**src/rtl/hazard_pkg.sv**
```systemverilog
// Shared types for the destination hazard tracker: forwarding-select
// encodings, the per-stage slot record and the saturating Tnew decrement.
package hazard_pkg;

    localparam int SLOT_ADDR_W = 5;
    localparam int SLOT_T_W    = 2;

    localparam logic [1:0] FWD_NONE = 2'b00;
    localparam logic [1:0] FWD_E    = 2'b01;
    localparam logic [1:0] FWD_M    = 2'b10;
    localparam logic [1:0] FWD_W    = 2'b11;

    typedef struct packed {
        logic [SLOT_ADDR_W-1:0] addr;
        logic [SLOT_T_W-1:0]    tnew;
    } slot_t;

    // An empty stage: writes nothing, nothing pending.
    localparam slot_t BUBBLE = '{addr: '0, tnew: '0};

    // Count down toward "result ready", holding at zero instead of wrapping.
    function automatic logic [SLOT_T_W-1:0] sat_dec(input logic [SLOT_T_W-1:0] t);
        return (t == '0) ? '0 : t - SLOT_T_W'(1);
    endfunction

endpackage

```
**src/rtl/hazard_slot.sv**
```systemverilog
// One pipeline slot {addr, tnew}. Loads its input or a bubble each cycle;
// DEC_EN makes the captured tnew one cycle closer to ready.
module hazard_slot
    import hazard_pkg::*;
#(
    parameter bit DEC_EN = 1'b1
) (
    input  logic  clk,
    input  logic  rst_n,
    input  logic  load,
    input  slot_t d,
    output slot_t q
);

    // Slot register: bubble on reset or when load is low.
    always_ff @(posedge clk or negedge rst_n) begin
        if (!rst_n) begin
            q <= BUBBLE;
        end else if (load) begin
            q.addr <= d.addr;
            q.tnew <= DEC_EN ? sat_dec(d.tnew) : d.tnew;
        end else begin
            q <= BUBBLE;
        end
    end

endmodule

```
**src/rtl/dest_hazard_tracker.sv**
```systemverilog
// Tracks the destination register and Tnew of the instructions in E/M/W and
// produces the D-stage stall request plus rs/rt bypass selects.
// Optional feature: define DEST_HAZARD_FWD_W_EN to let a W-stage match
// forward (select 11); otherwise the register file is expected to provide
// write-before-read bypass and W is tracked but never selected.
// ADDR_W/T_W must agree with the slot widths in hazard_pkg.
module dest_hazard_tracker
    import hazard_pkg::*;
#(
    parameter int ADDR_W = SLOT_ADDR_W,
    parameter int T_W    = SLOT_T_W
) (
    input  logic              clk,
    input  logic              rst_n,
    input  logic [ADDR_W-1:0] D_WAddr,
    input  logic [T_W-1:0]    D_Tnew,
    input  logic [ADDR_W-1:0] D_Rs,
    input  logic [ADDR_W-1:0] D_Rt,
    input  logic              D_UseRs,
    input  logic              D_UseRt,
    input  logic [T_W-1:0]    D_TuseRs,
    input  logic [T_W-1:0]    D_TuseRt,
    input  logic              Flush_E,
    output logic              Stall,
    output logic [1:0]        FwdRs,
    output logic [1:0]        FwdRt
);

`ifdef DEST_HAZARD_FWD_W_EN
    localparam bit FWD_W_EN = 1'b1;
`else
    localparam bit FWD_W_EN = 1'b0;
`endif

    slot_t d_slot, e_slot, m_slot, w_slot;
    logic  e_load;
    logic  stall_rs, stall_rt;
    logic  unused_w_tnew;

    assign d_slot = '{addr: D_WAddr, tnew: D_Tnew};

    // Stall and flush both just turn the E load into a bubble, so asserting
    // them together has no extra effect.
    assign e_load = !(Stall || Flush_E);

    // The W slot's remaining Tnew never influences a decision.
    assign unused_w_tnew = ^w_slot.tnew;

    // E takes D's raw Tnew (measured from E entry); M and W count it down.
    hazard_slot #(.DEC_EN(1'b0)) u_slot_e (
        .clk(clk), .rst_n(rst_n), .load(e_load), .d(d_slot), .q(e_slot)
    );
    hazard_slot #(.DEC_EN(1'b1)) u_slot_m (
        .clk(clk), .rst_n(rst_n), .load(1'b1), .d(e_slot), .q(m_slot)
    );
    hazard_slot #(.DEC_EN(1'b1)) u_slot_w (
        .clk(clk), .rst_n(rst_n), .load(1'b1), .d(m_slot), .q(w_slot)
    );

    // A read stalls when a producer in E or M will not be ready by the time
    // the operand is needed. $0 is never a real dependency.
    function automatic logic need_stall(input logic              use_r,
                                        input logic [ADDR_W-1:0] r,
                                        input logic [T_W-1:0]    tuse,
                                        input slot_t             e,
                                        input slot_t             m);
        logic hit_e, hit_m;
        hit_e = use_r && (r != '0) && (e.addr == r);
        hit_m = use_r && (r != '0) && (m.addr == r);
        return (hit_e && (e.tnew > tuse)) || (hit_m && (m.tnew > tuse));
    endfunction

    // Nearest producer wins; a nearer producer that is not ready yet masks
    // older copies so a stale value is never selected.
    function automatic logic [1:0] fwd_sel(input logic [ADDR_W-1:0] r,
                                           input slot_t             e,
                                           input slot_t             m,
                                           input slot_t             w);
        if (r == '0)
            return FWD_NONE;
        else if (e.addr == r)
            return (e.tnew == '0) ? FWD_E : FWD_NONE;
        else if (m.addr == r)
            return (m.tnew == '0) ? FWD_M : FWD_NONE;
        else if (FWD_W_EN && (w.addr == r))
            return FWD_W;
        else
            return FWD_NONE;
    endfunction

    // Same-cycle hazard detection and bypass selection from state + D inputs.
    always_comb begin
        stall_rs = need_stall(D_UseRs, D_Rs, D_TuseRs, e_slot, m_slot);
        stall_rt = need_stall(D_UseRt, D_Rt, D_TuseRt, e_slot, m_slot);
        Stall    = stall_rs || stall_rt;
        FwdRs    = fwd_sel(D_Rs, e_slot, m_slot, w_slot);
        FwdRt    = fwd_sel(D_Rt, e_slot, m_slot, w_slot);
    end

endmodule
```
**config.mk**
```make
export PLATFORM = sky130hd
export DESIGN_NAME = dest_hazard_tracker
export DESIGN_NICKNAME = d
export VERILOG_FILES = /design/src/rtl/hazard_pkg.sv /design/src/rtl/hazard_slot.sv /design/src/rtl/dest_hazard_tracker.sv
export SDC_FILE = /design/constraint.sdc
export NUM_CORES = 1
export LEC_CHECK = 0
export ABC_AREA = 1
export ABC_CLOCK_PERIOD_IN_PS = 2400
export CAP_MARGIN = 20
export CORE_MARGIN = 5
export CORE_UTILIZATION = 51
export DETAILED_ROUTE_END_ITERATION = 12
export GPL_ROUTABILITY_DRIVEN = 0
export PLACE_DENSITY = 0.87
export SYNTH_ARGS = -nofsm -noshare
export SYNTH_HDL_FRONTEND = slang
export SYNTH_HIERARCHICAL = 1
export SYNTH_SLANG_ARGS = --single-unit
```
**constraint.sdc**
```tcl
create_clock -name clk -period 2.4 [get_ports clk]
set_clock_uncertainty 0.2 [all_clocks]
set_input_delay 0.48 -clock clk [delete_from_list [all_inputs] [get_ports clk]]
set_output_delay 0.48 -clock clk [all_outputs]
set_load 0.05 [all_outputs]
```
==> impl_metrics.csv <==
group,metric,value,unit
timing,setup_ws,-0.04029,ns
timing,fin_hold_ws,0.3697,ns
power,netSwitchingFraction,30.33,%
power,clockPowerShare,25.0,%
run_status,violations,"negative setup slack",
drt,drt_wl_total,3213,µm
placement,numPortBuffers,30,
power,p_leak,0.9639,nW
run,cap_viol_max_count,0,
floorplan,core,2148,µm²
logic_synthesis,synth.most_common_cell,"nand2_1",
logic_synthesis,synth_compound_area_share,2.472,%
floorplan,die_x,56.73,µm
floorplan,io_pins,31,
drt,wl_per_cell,13.17,µm
setup_path,worstReg2RegStart,"u_slot_e/q[1]",
logic_synthesis,synthCells,169,
logic_synthesis,synth_seq_area_share,31.46,%
global_route,antenna_found_initial,0,
run_status,run_status,"complete, but fails checks",
logic_synthesis,synth_seq_cells,14,
timing,hold_viol,0,
logic_synthesis,synth_flop_cell,"dfrtp_1",
logic_synthesis,syn-cell-area,1114,µm²
placement,place_ws,-0.3725,ns
clock_network,ctsHoldBuffers,0,
power,vdd_drop_max,0.3908,mV
power,finalPower,0.6325,mW
timing,setup_viol,1,
clock_network,path_clk_slew,0.07,ns
logic_synthesis,synth.top_cell.area_share,31.46,%
logic_synthesis,synth.area.top_cells,"dfrtp_1 31%, nand2_1 20%, inv_1 12%",
floorplan,die_y,56.73,µm
logic_synthesis,synthSimpleGateAreaFrac,36.18,%
setup_path,rrSetupSlack,0.27,ns
finish,synthToLayoutAreaGrowth,57.98,%
min_path,hold_end,"u_slot_m/q[5]",
logic_synthesis,ys_types,18,
power,combPwrFrac,33.6,%
logic_synthesis,yosysWarnings,6,
timing,fin_crit_sh,101.7,%
power,seqPwrFrac,41.3,%
min_path,hold_start,"u_slot_e/q[5]",
timing,drv_slew,0,
global_route,gr-total-overflow,0,
setup_path,critical_path_class,"input pin to output pin",
drt,ant_nets,0,
finish,antenna_cells,0,
finish,utilization,81.89,%
drt,vias,1192,
logic_synthesis,synth_commonest_cells,"58 x nand2_1, 37 x inv_1, 14 x dfrtp_1",
logic_synthesis,synth_top_family_by_area,"simple AND/OR/NAND/NOR gates",
setup_path,worst-path-max-fanout,2,
finish,fin_nets,251,
drt,drt_iter0_drc,42,
clock_network,cts_tree,"done",
finish,drive_above_1_share,26.85,%
timing,tightest_slew,0.6075,ns
floorplan,dieArea,3218,µm²
logic_synthesis,synthMuxAreaShare,0,%
logic_synthesis,synthArstFlopShare,100.0,%
global_route,first_global_vias,1246,
global_route,grt_max_degree,15,
placement,dp_hpwl,2269,µm
logic_synthesis,synth-edff-count,0,
floorplan,start_util,51.83,%
setup_path,r2r_cells,12,
setup_path,crit_required,1.72,ns
logic_synthesis,synth_top_cell_by_area,"dfrtp_1",
clock_network,cts.sinks,14,
global_route,grtUsageMet2,35.31,%
global_route,grt_use_met1,19.86,%
power,switchingPower,0.1918,mW
logic_synthesis,synth_xor_area_share,7.079,%
timing,period_needed,2.440,ns
clock_network,cts-buffers-inserted,3,
clock_network,cts_root_buf,"clkbuf_4",
timing,clock.fmax,0.4098,GHz
setup_path,r2r_end,"u_slot_e/q[6]",
global_route,track_usage,19.03,%
global_route,top_usage_layer,"met2",
drt,via_per_inst,4.885,
timing,rsz0062_at_grt,"yes",
drt,drc,0,
setup_path,crit_path_end_kind,"output pin",
setup_path,critPathLaunchType,"input pin",
clock_network,clk_path_buf_depth,2,
power,p_per_area,359.5,nW/µm²
logic_synthesis,avgSynthCellArea,6.589,µm²
drt,firstDrtPassIters,4,
power,internal_power,0.4406,mW
timing,slew_headroom,59.37,%
min_path,hold_depth,2,
clock_network,clock_latency,0.27,ns
clock_network,h-tree-depth,1,
floorplan,rows,17,
logic_synthesis,synth_adder_area_share,8.989,%
global_route,use_met3,3.218,%
global_route,grt_pass1_wl,4871,µm
min_path,hold_class,"flop to flop",
setup_path,cp.arrival,1.76,ns
-- logic make-up (layout without fill, tap and decap cells) --
kind of cell               count (synthesis)  in the layout
and+or+nand+nor                           93             93
buffers and inverters                     40             82
xor gates and xnor gates                   9              9
adders and majority gates                  8              8
DFF                                       14             14
other                                      1              6
AOI/OAI and AO/OA                          4              4
-- power by group through the flow --
stage | registers (mW) | clock network [mW] | logic [mW]
after global placement | 0.263 | 0 | 0.169
after detailed placement | 0.264 | 0 | 0.178
after floorplan | 0.260 | 0 | 0.0947
final | 0.262 | 0.158 | 0.213
after CTS | 0.261 | 0.167 | 0.193
after global routing | 0.263 | 0.183 | 0.235
-- metrics by stage --
step,cells,setup TNS (ns),instance area [µm²]
6_report,244,-0.04029,1759
5_1_grt,244,-0.1431,1759
4_1_cts,241,0,1697
3_5_place_dp,235,-1.209,1550
3_3_place_gp,235,-0.6594,1550
2_1_floorplan,174,0,1142
-- per-layer routing --
metal  vias to the layer above  routed length, µm
met2                        48               1722
met1                       546               1265
li1                        590                  -
met3                         8                159
met5                         -                  0
met4                         0                 67
-- final cells by class --
type | count | area [µm²]
multi-input cells | 120 | 789.5
fillers | 130 | 389.1
clock buffers | 4 | 36.28
inverters | 40 | 150.1
repair buffers | 38 | 395.4
flip-flops and latches | 14 | 352.8
well taps | 28 | 35.03
-- repair_timing --
item	CTS	global route
setup buffers	2	3
pin swaps	24	9
gates cloned	0	0
setup endpoints to repair	5	3
gates resized for setup	37	11
-- how the worst max path moves through the flow --
stage / startpoint / to / cells past startpoint
2_1_floorplan: D_Rt[3] / FwdRt[1] / 7
3_3_place_gp: D_TuseRt[1] / Stall / 10
3_5_place_dp: D_TuseRs[1] / Stall / 10
4_1_cts: u_slot_m/q[1] / Stall / 8
5_1_grt: u_slot_m/q[1] / Stall / 8
6_report: D_TuseRs[0] / Stall / 10
-- flip-flops by register name (all words and copies together) (netlist names) --
name and flops:
u_slot_m/q 7, u_slot_e/q 7
-- cells in the final DEF (no fill, tap or decap), drive strengths merged --
master / Yosys / final
nor2: 16 / 16
clkdlybuf4s50: 0 / 11
nand3: 8 / 8
or2: 1 / 1
dlygate4sd2: 0 / 12
nor3b: 2 / 2
a21boi: 3 / 3
nor3: 1 / 1
ha: 8 / 8
nand4: 4 / 4
clkdlybuf4s15: 0 / 2
xnor2: 4 / 4
nand2: 61 / 61
a21oi: 1 / 1
clkbuf: 0 / 4
inv: 40 / 40
conb: 1 / 6
xor2: 5 / 5
buf: 0 / 13
dfrtp: 14 / 14
-- critical path: stages --
cell and delay [ns]:
clkdlybuf4s15_1 0.26, ha_4 0.25, nand2_1 0.06, inv_1 0.04
a21oi_2 0.13, nand4_1 0.14, nand2_1 0.11, nand2_2 0.07
nand2_4 0.08, buf_12 0.13
Power figures use the tool's default switching activity.
